`src/rtl/noc_resp_rx.sv`:
```
// NOC2 response receiver: parses header/payload flits, checks payload against
// bench-supplied expected data, captures payload in a FWFT FIFO, keeps stats.
module noc_resp_rx #(
  parameter int         DATA_WIDTH = 64,
  parameter int         CAP_DEPTH  = 16,
  parameter int         CAP_AW     = 4,
  parameter logic [3:0] RX_IDLE    = 4'h1,
  parameter logic [3:0] RX_DATA    = 4'h2,
  parameter logic [3:0] RX_DONE    = 4'h8
) (
  input  logic                  clk,
  input  logic                  reset_,
  input  logic                  noc_out_valid,
  input  logic [DATA_WIDTH-1:0] noc_out_data,
  output logic                  noc_out_rdy,
  input  logic                  chk_en,
  input  logic [47:0]           exp_base,
  output logic [47:0]           exp_addr,
  input  logic [DATA_WIDTH-1:0] exp_data,
  input  logic                  cap_rd_en,
  output logic [DATA_WIDTH-1:0] cap_rd_data,
  output logic                  cap_empty,
  output logic                  cap_full,
  output logic                  msg_done,
  output logic [7:0]            last_len,
  output logic [7:0]            last_type,
  output logic [7:0]            last_mshr,
  output logic [15:0]           msg_cnt,
  output logic [15:0]           flit_cnt,
  output logic [15:0]           err_cnt,
  output logic                  err_flag
);

  typedef enum logic [3:0] {
    S_IDLE = RX_IDLE,
    S_DATA = RX_DATA,
    S_DONE = RX_DONE
  } rx_state_e;

  localparam logic [CAP_AW:0] FULL_CNT = (CAP_AW+1)'(CAP_DEPTH);

  function automatic logic [15:0] sat_inc(input logic [15:0] v);
    return (v == 16'hFFFF) ? v : v + 16'd1;
  endfunction

  rx_state_e             state_q, state_d;
  logic [7:0]            beat_q, len_q, type_q, mshr_q;
  logic [47:0]           addr_q;
  logic [15:0]           msg_q, flit_q, err_q;
  logic                  eflag_q;
  logic [CAP_AW-1:0]     wr_ptr_q, rd_ptr_q;
  logic [CAP_AW:0]       cnt_q;
  logic [DATA_WIDTH-1:0] mem_q [CAP_DEPTH];

  logic accept, hdr_acc, dat_acc, done, push, pop, mism;
  logic [7:0] hdr_len;

  assign hdr_len   = noc_out_data[29:22];
  assign cap_empty = (cnt_q == '0);
  assign cap_full  = (cnt_q == FULL_CNT);
  // Ready is forced low during reset so nothing is taken while the block is held.
  assign noc_out_rdy = reset_ && !cap_full && (state_q == S_IDLE || state_q == S_DATA);
  assign accept    = noc_out_valid && noc_out_rdy;
  assign push      = dat_acc;
  assign pop       = cap_rd_en && !cap_empty;
  assign mism      = dat_acc && chk_en && (noc_out_data != exp_data);

  always_comb begin
    state_d = state_q;
    hdr_acc = 1'b0;
    dat_acc = 1'b0;
    done    = 1'b0;
    case (state_q)
      S_IDLE: if (accept) begin
        hdr_acc = 1'b1;
        state_d = (hdr_len == 8'd0) ? S_DONE : S_DATA;
      end
      S_DATA: if (accept) begin
        dat_acc = 1'b1;
        if (beat_q == len_q - 8'd1) state_d = S_DONE;
      end
      S_DONE: begin
        done    = 1'b1;
        state_d = S_IDLE;
      end
      default: state_d = S_IDLE;
    endcase
  end

  always_ff @(posedge clk or negedge reset_) begin
    if (!reset_) begin
      state_q <= S_IDLE;
      beat_q  <= '0;
      len_q   <= '0;
      type_q  <= '0;
      mshr_q  <= '0;
      addr_q  <= '0;
      msg_q   <= '0;
      flit_q  <= '0;
      err_q   <= '0;
      eflag_q <= 1'b0;
    end else begin
      state_q <= state_d;
      if (hdr_acc) begin
        len_q  <= hdr_len;
        type_q <= noc_out_data[21:14];
        mshr_q <= noc_out_data[13:6];
        beat_q <= '0;
        addr_q <= exp_base;
      end
      if (dat_acc) begin
        beat_q <= beat_q + 8'd1;
        addr_q <= addr_q + 48'd1;
      end
      if (hdr_acc || dat_acc) flit_q <= sat_inc(flit_q);
      if (mism) begin
        err_q   <= sat_inc(err_q);
        eflag_q <= 1'b1;
      end
      if (done) msg_q <= sat_inc(msg_q);
    end
  end

  // Capture FIFO: pointers wrap naturally since the depth is a power of two.
  always_ff @(posedge clk or negedge reset_) begin
    if (!reset_) begin
      wr_ptr_q <= '0;
      rd_ptr_q <= '0;
      cnt_q    <= '0;
    end else begin
      if (push) wr_ptr_q <= wr_ptr_q + 1'b1;
      if (pop)  rd_ptr_q <= rd_ptr_q + 1'b1;
      if (push && !pop)      cnt_q <= cnt_q + 1'b1;
      else if (pop && !push) cnt_q <= cnt_q - 1'b1;
    end
  end

  always_ff @(posedge clk) begin
    if (push) mem_q[wr_ptr_q] <= noc_out_data;
  end

  assign cap_rd_data = mem_q[rd_ptr_q];
  assign msg_done    = (state_q == S_DONE);
  assign exp_addr    = addr_q;
  assign last_len    = len_q;
  assign last_type   = type_q;
  assign last_mshr   = mshr_q;
  assign msg_cnt     = msg_q;
  assign flit_cnt    = flit_q;
  assign err_cnt     = err_q;
  assign err_flag    = eflag_q;

endmodule
```
`config.mk`:
```
export PLATFORM = sky130hd
export DESIGN_NAME = noc_resp_rx
export DESIGN_NICKNAME = d
export VERILOG_FILES = /design/src/rtl/noc_resp_rx.sv
export SDC_FILE = /design/constraint.sdc
export NUM_CORES = 1
export LEC_CHECK = 0
export ABC_CLOCK_PERIOD_IN_PS = 13800
export CORE_ASPECT_RATIO = 2
export CORE_MARGIN = 4
export CORE_UTILIZATION = 50
export DETAILED_ROUTE_END_ITERATION = 6
export DONT_BUFFER_PORTS = 1
export GPL_ROUTABILITY_DRIVEN = 1
export PLACE_DENSITY = 0.63
export RECOVER_POWER = 25
export SLEW_MARGIN = 30
export SYNTH_ARGS = -nofsm -noshare
export SYNTH_HDL_FRONTEND = slang
export SYNTH_SLANG_ARGS = --single-unit
```
`constraint.sdc`:
```
create_clock -name clk -period 13.8 [get_ports clk]
set_clock_uncertainty 0.15 [all_clocks]
set_input_delay 2.76 -clock clk [delete_from_list [all_inputs] [get_ports clk]]
set_output_delay 2.76 -clock clk [all_outputs]
set_load 0.005 [all_outputs]
```
==> run metrics, run 1 <==
status=finished clean; hold_buf cts=0; I/O pins=370; Top Family by Delay on Critical Path=buffers and inverters; Worst Path Required=10890 ps; Routed Antenna Nets=0; routed len/inst=32.4 um; fin cells=3670; die width=224 um; Core Rows=158; number of global-route vias before repair=24700; Post-Route WL=119 mm; CORE AREA=92700 um^2; Post-synth EDFFs=1024; Worst path depth=4; Worst path max stage delay=820 ps; Hold Crit Depth=2; most common cell after layout, fill and taps aside=edfxtp_1; post-place instance area=48400 um^2; clock root buffer=clkbuf_16; count of cell types in the netlist=78; I/O Buffers=0; die area=98700 um^2; Cells after Synth=2340; Finish-stage setup viols=0; CTS tree=built; gr usage total=0.242; first-pass GRT wire length=173 mm; Area growth syn-to-layout=11.5%; Hold Path Class=reg2reg; Power Dens Cells=183 nW/um^2; Ys Warns=0; final worst path period share=0.517; Final GP Congestion=0.890; layout cells sized above 1=0.236; clock sink count=1169; Rel. slew slack=0.269; unrepaired setup endpoints after global routing=no; CP cell instances=buf_6, buf_4, mux4_2, mux4_2; Post-synth ARST share=0.124; commonest non-fill, non-tap cells in the layout=edfxtp_1, mux4_2, nand2_1; Post CTS Setup Buffer Count=0; drc violations=0; FF-to-FF path depth=12; minimum clock period=7130 ps; WS Path Type=reg2out; final net count=2580; critical path endpoint category=output pin; Worst-path clk slew=70 ps; CTS buffer count=99; starting density of the core=0.504; register area share after synthesis=0.735; Max Fanout on Critical Path=47; Die H=440 um; final hold violation count=0; Leak=17.0 nW; Synth top area share=0.658; slowest stage cell on the critical path=dfrtp_4; Vias=23300; Max VDD drop=0.000174 V; largest net degree at the start of global routing=148; setup tns final=0 ps; Initial DRC Count=2020; Max Buffers Root-to-Sink=3; Max-Cap Viols=0; Fillers=6844; syn_area_per_cell=20.0 um^2; Final Cell Area=52100 um^2; initial antenna violation count=4; Slew Limit Fails=0; Power, Total=9.57 mW; Inst Count DP=3477; startpoint types=flip-flop; Hold Slack=365 ps; Synth area leaders=edfxtp_1, mux4_2, dfrtp_1; critical path buffer and inverter count=2; most frequent CP cell=mux4_2; DR vias/cell=6.34; Synth Flop Type=edfxtp_1; Worst Tran Pin Value=1090 ps; grt total ovfl=0; post-DP HPWL=72.4 mm; WP data arrival=4220 ps; Mapped Nets=2537; cell taking the most area after synthesis=edfxtp_1; worst-skew pair later-pin latency=700 ps; register bit count reported by yosys=1169; f_max=140 MHz; DR pass1 iterations=5; H-tree levels=3; post-cts resize count=0; Synth Cell Area=46700 um^2
sequential cells by signal, summed over array words and instances (netlist names), 16 cells and up:
| signal | count |
|---|---|
| msg_cnt | 16 |
| exp_addr | 48 |
| flit_cnt | 16 |
| mem_q | 1024 |
| err_cnt | 16 |
cell families after synthesis:
group,synth area share
flip-flops,0.735
AND/OR/NAND/NOR,0.0474
buffers and inverters,0.0122
XOR/XNOR,0.0244
AO/OA/AOI/OAI,0.0207
adder cells (fa/ha/maj),0.00444
multiplexers,0.155
per-layer routing:
metal	vias to the layer above	wire length (um)	GRT usage	share of wire
li1	9696	-	-	-
met3	152	10900	0.0739	0.091
met2	978	62900	0.427	0.53
met4	2	3030	0.0654	0.025
met1	12500	42100	0.291	0.35
met5	-	13	0	0.00011
power by group:
group          switching, mW  internal [mW]  total, mW
registers              0.341           3.99       4.33
logic                   1.05           1.13       2.18
clock network           1.28           1.78       3.06
total                   2.67           6.90       9.57
cell type report:
cell class	instances	area, um^2	area share
multi-input combinational	1039	11900	0.229
tap	1200	1500	0.0288
clock inverter	74	1020	0.0195
clock buffer	111	2560	0.0492
inverter	20	75.1	0.00144
antenna	3	7.51	0.000144
sequential	1169	34400	0.660
timing repair buffer	54	656	0.0126
worst min-delay path, stage by stage (launching register included):
cell and delay (ps):
dfrtp_1 370, nand2_1 60, nand2_1 60
synth_stat cells, drive strengths merged (11+ instances only):
library cell,instances
a21oi,28
nor3,26
o21ai,38
dfrtp,144
clkbuf,64
and3,23
nand4,46
o211ai,15
ha,15
edfxtp,1024
nor2,48
nor4,31
xnor2,32
o22ai,11
mux4,320
buf,48
nand3,58
nand2,142
inv,20
xor2,98
worst paths after layout:
| check | from | end | slack [ps] |
|---|---|---|---|
| worst min register to register | last_mshr[4]$_DFFE_PN0P_ | last_mshr[4]$_DFFE_PN0P_ | 370 |
| max in group asynchronous | reset_ | flit_cnt[0]$_DFFE_PN0P_ | 11510 |
| worst min-delay path | last_mshr[4]$_DFFE_PN0P_ | last_mshr[4]$_DFFE_PN0P_ | 370 |
| worst max register to register | cnt_q[1]$_DFFE_PN0P_ | cnt_q[4]$_DFFE_PN0P_ | 9870 |
| worst max-delay path | rd_ptr_q[0]$_DFFE_PN0P_ | cap_rd_data[6] | 6670 |
| min in group asynchronous | reset_ | msg_cnt[2]$_DFFE_PN0P_ | 1620 |
through the flow:
stage	utilization	setup WS [ps]
after floorplan	-	5120
after global placement	0.520	7050
after detailed placement	0.523	6970
after CTS	0.561	6200
after global routing	0.562	6300
final	0.562	6670
No activity file was read; power rests on OpenSTA's default activity.
==> run 2: changes to the inputs <==
--- a/config.mk
+++ b/config.mk
@@ -5,7 +5,7 @@
 export SDC_FILE = /design/constraint.sdc
 export NUM_CORES = 1
 export LEC_CHECK = 0
-export ABC_CLOCK_PERIOD_IN_PS = 13800
+export ABC_CLOCK_PERIOD_IN_PS = 6600
 export CORE_ASPECT_RATIO = 2
 export CORE_MARGIN = 4
 export CORE_UTILIZATION = 50
==> constraint.sdc (replaced) <==
create_clock -name clk -period 6.6 [get_ports clk]
set_clock_uncertainty 0.15 [all_clocks]
set_input_delay 1.32 -clock clk [delete_from_list [all_inputs] [get_ports clk]]
set_output_delay 1.32 -clock clk [all_outputs]
set_load 0.005 [all_outputs]
==> run 2 against run 1 <==
  * Register-to-register slack got worse by 7100 ps
  * Global-route usage rose by 0.66 points
  * Worst setup slack worse by 4900 ps
  * Die area unchanged
  * Via count increased by 1.3%
  * Largest power group unchanged
  * Flip-flop and latch count unchanged
  * Worst hold slack got worse by 210 ps
  * Non-clock buffer count increased by 4
  * Count of clock-buffer cells in the layout increased by 7
==> run metrics, run 2 (same netlist as run 1, synthesis figures left out) <==
Die H=440 um (unchanged); Rel. slew slack=0.353 (+0.0837); critical path endpoint category=output pin; FF-to-FF End=cnt_q[4]$_DFFE_PN0P_; Hold Path Class=in2async; final net count=2583 (+0.12%); final worst path period share=0.736; DRT met1 WL=43.9 mm (+4.2%); minimum clock period=4860 ps; Finish-stage setup viols=0 (unchanged); layout cells sized above 1=0.237 (+0.00195); Hold Slack=154 ps (-211 ps); setup tns final=0 ps (unchanged); Worst-path clk slew=70 ps (about the same); most frequent CP cell=mux4_2; Net Sw Frac=0.288 (+0.00887); Vias=23600 (+1.3%); I/O Buffers=0 (unchanged); largest net degree at the start of global routing=148 (unchanged); reg2reg setup slack=2720 ps (-7150 ps); Fillers=6888 (+0.64%); unrepaired setup endpoints after global routing=no; Power Dens Cells=386 nW/um^2 (+110%); Initial DRC Count=2494 (+23%); Worst Path Required=5130 ps (-5760 ps); die area=98700 um^2 (unchanged); Met2 Routed Length=64.1 mm (+1.9%); most common cell after layout, fill and taps aside=edfxtp_1; Worst Tran Pin Value=969 ps (-117 ps); clock share of power=0.313 (-0.007); CTS tree=built; max reg flops=1024 (unchanged); top sig layer=met4; CP cell instances=buf_16, buf_12, mux4_2, mux4_2; Max VDD drop=0.000251 V (+45%); Biggest register=mem_q; Max Fanout on Critical Path=54 (+15%); initial antenna violation count=1 (-3); number of global-route vias before repair=25000 (+1.3%); clock root buffer=clkbuf_16; Worst path max stage delay=690 ps (-130 ps); routed len/inst=33.2 um (+2.6%); worst-skew pair later-pin latency=710 ps (about the same); Final GP Congestion=0.859 (-3.5%); Max Buffers Root-to-Sink=3 (unchanged); Critical Path Start=rd_ptr_q[0]$_DFFE_PN0P_; internal power=14.3 mW (+110%); gr usage total=0.249 (+0.00657); post-cts resize count=0 (unchanged); Top Family by Delay on Critical Path=multiplexers; Worst path depth=4 (unchanged); Area growth syn-to-layout=11.3%; status=finished clean; Core Rows=158 (unchanged); Routed Antenna Nets=0 (unchanged); hold_buf cts=0 (unchanged); commonest non-fill, non-tap cells in the layout=edfxtp_1, mux4_2, nand2_1; FF-to-FF path depth=12 (unchanged); slowest stage cell on the critical path=dfrtp_4; critical path buffer and inverter count=2 (unchanged); startpoint types=flip-flop; WP data arrival=3390 ps (-830 ps); Leak=16.9 nW (-0.18%); first-pass GRT wire length=177 mm (+2.8%); clock sink count=1169 (unchanged); Post-Route WL=122 mm (+2.6%); final hold violation count=0 (unchanged); Sw Pwr=5.78 mW (+120%); starting density of the core=0.504 (unchanged); post-DP HPWL=74.2 mm (+2.4%); Comb power frac=0.235 (+0.007); multi-input logic area=12000 um^2 (+0.34%); grt total ovfl=0 (unchanged); end of the critical path=cap_rd_data[54]; pre-CTS WS=2130 ps (-4840 ps); metal3 WL=10.6 mm (-2.8%); H-tree levels=3 (unchanged); Post CTS Setup Buffer Count=0 (unchanged); Critical R2R Launch=cnt_q[1]$_DFFE_PN0P_; die width=224 um (unchanged); drc violations=0 (unchanged); Slew Limit Fails=0 (unchanged); DR vias/cell=6.42 (+1.2%); DR pass1 iterations=5 (unchanged); final worst setup slack=1740 ps (-4920 ps); Register Area=34400 um^2 (unchanged); Max-Cap Viols=0 (unchanged); WS Path Type=reg2out; Sequential Power Share=0.452 (about the same); CTS buffer count=98 (-1.0%); CORE AREA=92700 um^2 (unchanged); f_max=206 MHz; I/O pins=370 (unchanged)
[run 2: layout make-up]
type	instances	share of cell area
Inverter	20	0.00144
Clock inverter	68	0.0180
Sequential cell	1169	0.661
Tap cell	1200	0.0289
Antenna cell	1	0.0000481
Timing Repair Buffer	58	0.0115
Multi-Input combinational cell	1039	0.230
Clock buffer	118	0.0490
[run 2: worst min path at each step]
stage	slack, ps	startpoint	cells after the start	end
floorplan	310	beat_q[7]$_DFFE_PN0P_	1	beat_q[7]$_DFFE_PN0P_
global placement	350	last_type[4]$_DFFE_PN0P_	2	last_type[4]$_DFFE_PN0P_
detailed placement	340	last_mshr[3]$_DFFE_PN0P_	2	last_mshr[3]$_DFFE_PN0P_
CTS	100	reset_	0	err_flag$_DFFE_PN0P_
global route	110	reset_	0	err_flag$_DFFE_PN0P_
finish	150	reset_	0	err_flag$_DFFE_PN0P_
[run 2: worst register-to-register path, delay by kind of cell, from the launching register on]
kind                       cells  cell delay [ps]
buffers and inverters          3              600
adders and majority gates      2              590
AOI/OAI and AO/OA              3              930
and+or+nand+nor                2              790
DFF                            1              420
xor gates and xnor gates       2              270
[run 2: power by group through the flow]
stage / sequential [mW] / clock, mW / combinational, mW
4_1_cts: 9.07 / 6.42 / 4.85
2_1_floorplan: 8.79 / 0 / 3.67
3_5_place_dp: 9.22 / 0 / 4.85
5_1_grt: 9.14 / 6.74 / 5.07
3_3_place_gp: 9.32 / 0 / 4.65
6_report: 9.08 / 6.29 / 4.72
[run 2: metrics by stage]
stage,total power [mW],instance area (um^2),cells,utilization
CTS,20.3,52000,3672,0.561
finish,20.1,52000,3673,0.561
detailed placement,14.1,48500,3486,0.523
global route,21.0,52000,3672,0.561
global placement,14.0,48500,3483,0.523
floorplan,12.5,46800,2340,-
[run 2: metal layers]
metal	global-route usage	vias up
met3	0.0618	163
met2	0.434	1067
li1	-	9697
met4	0.0700	0
met1	0.312	12700
met5	0	-
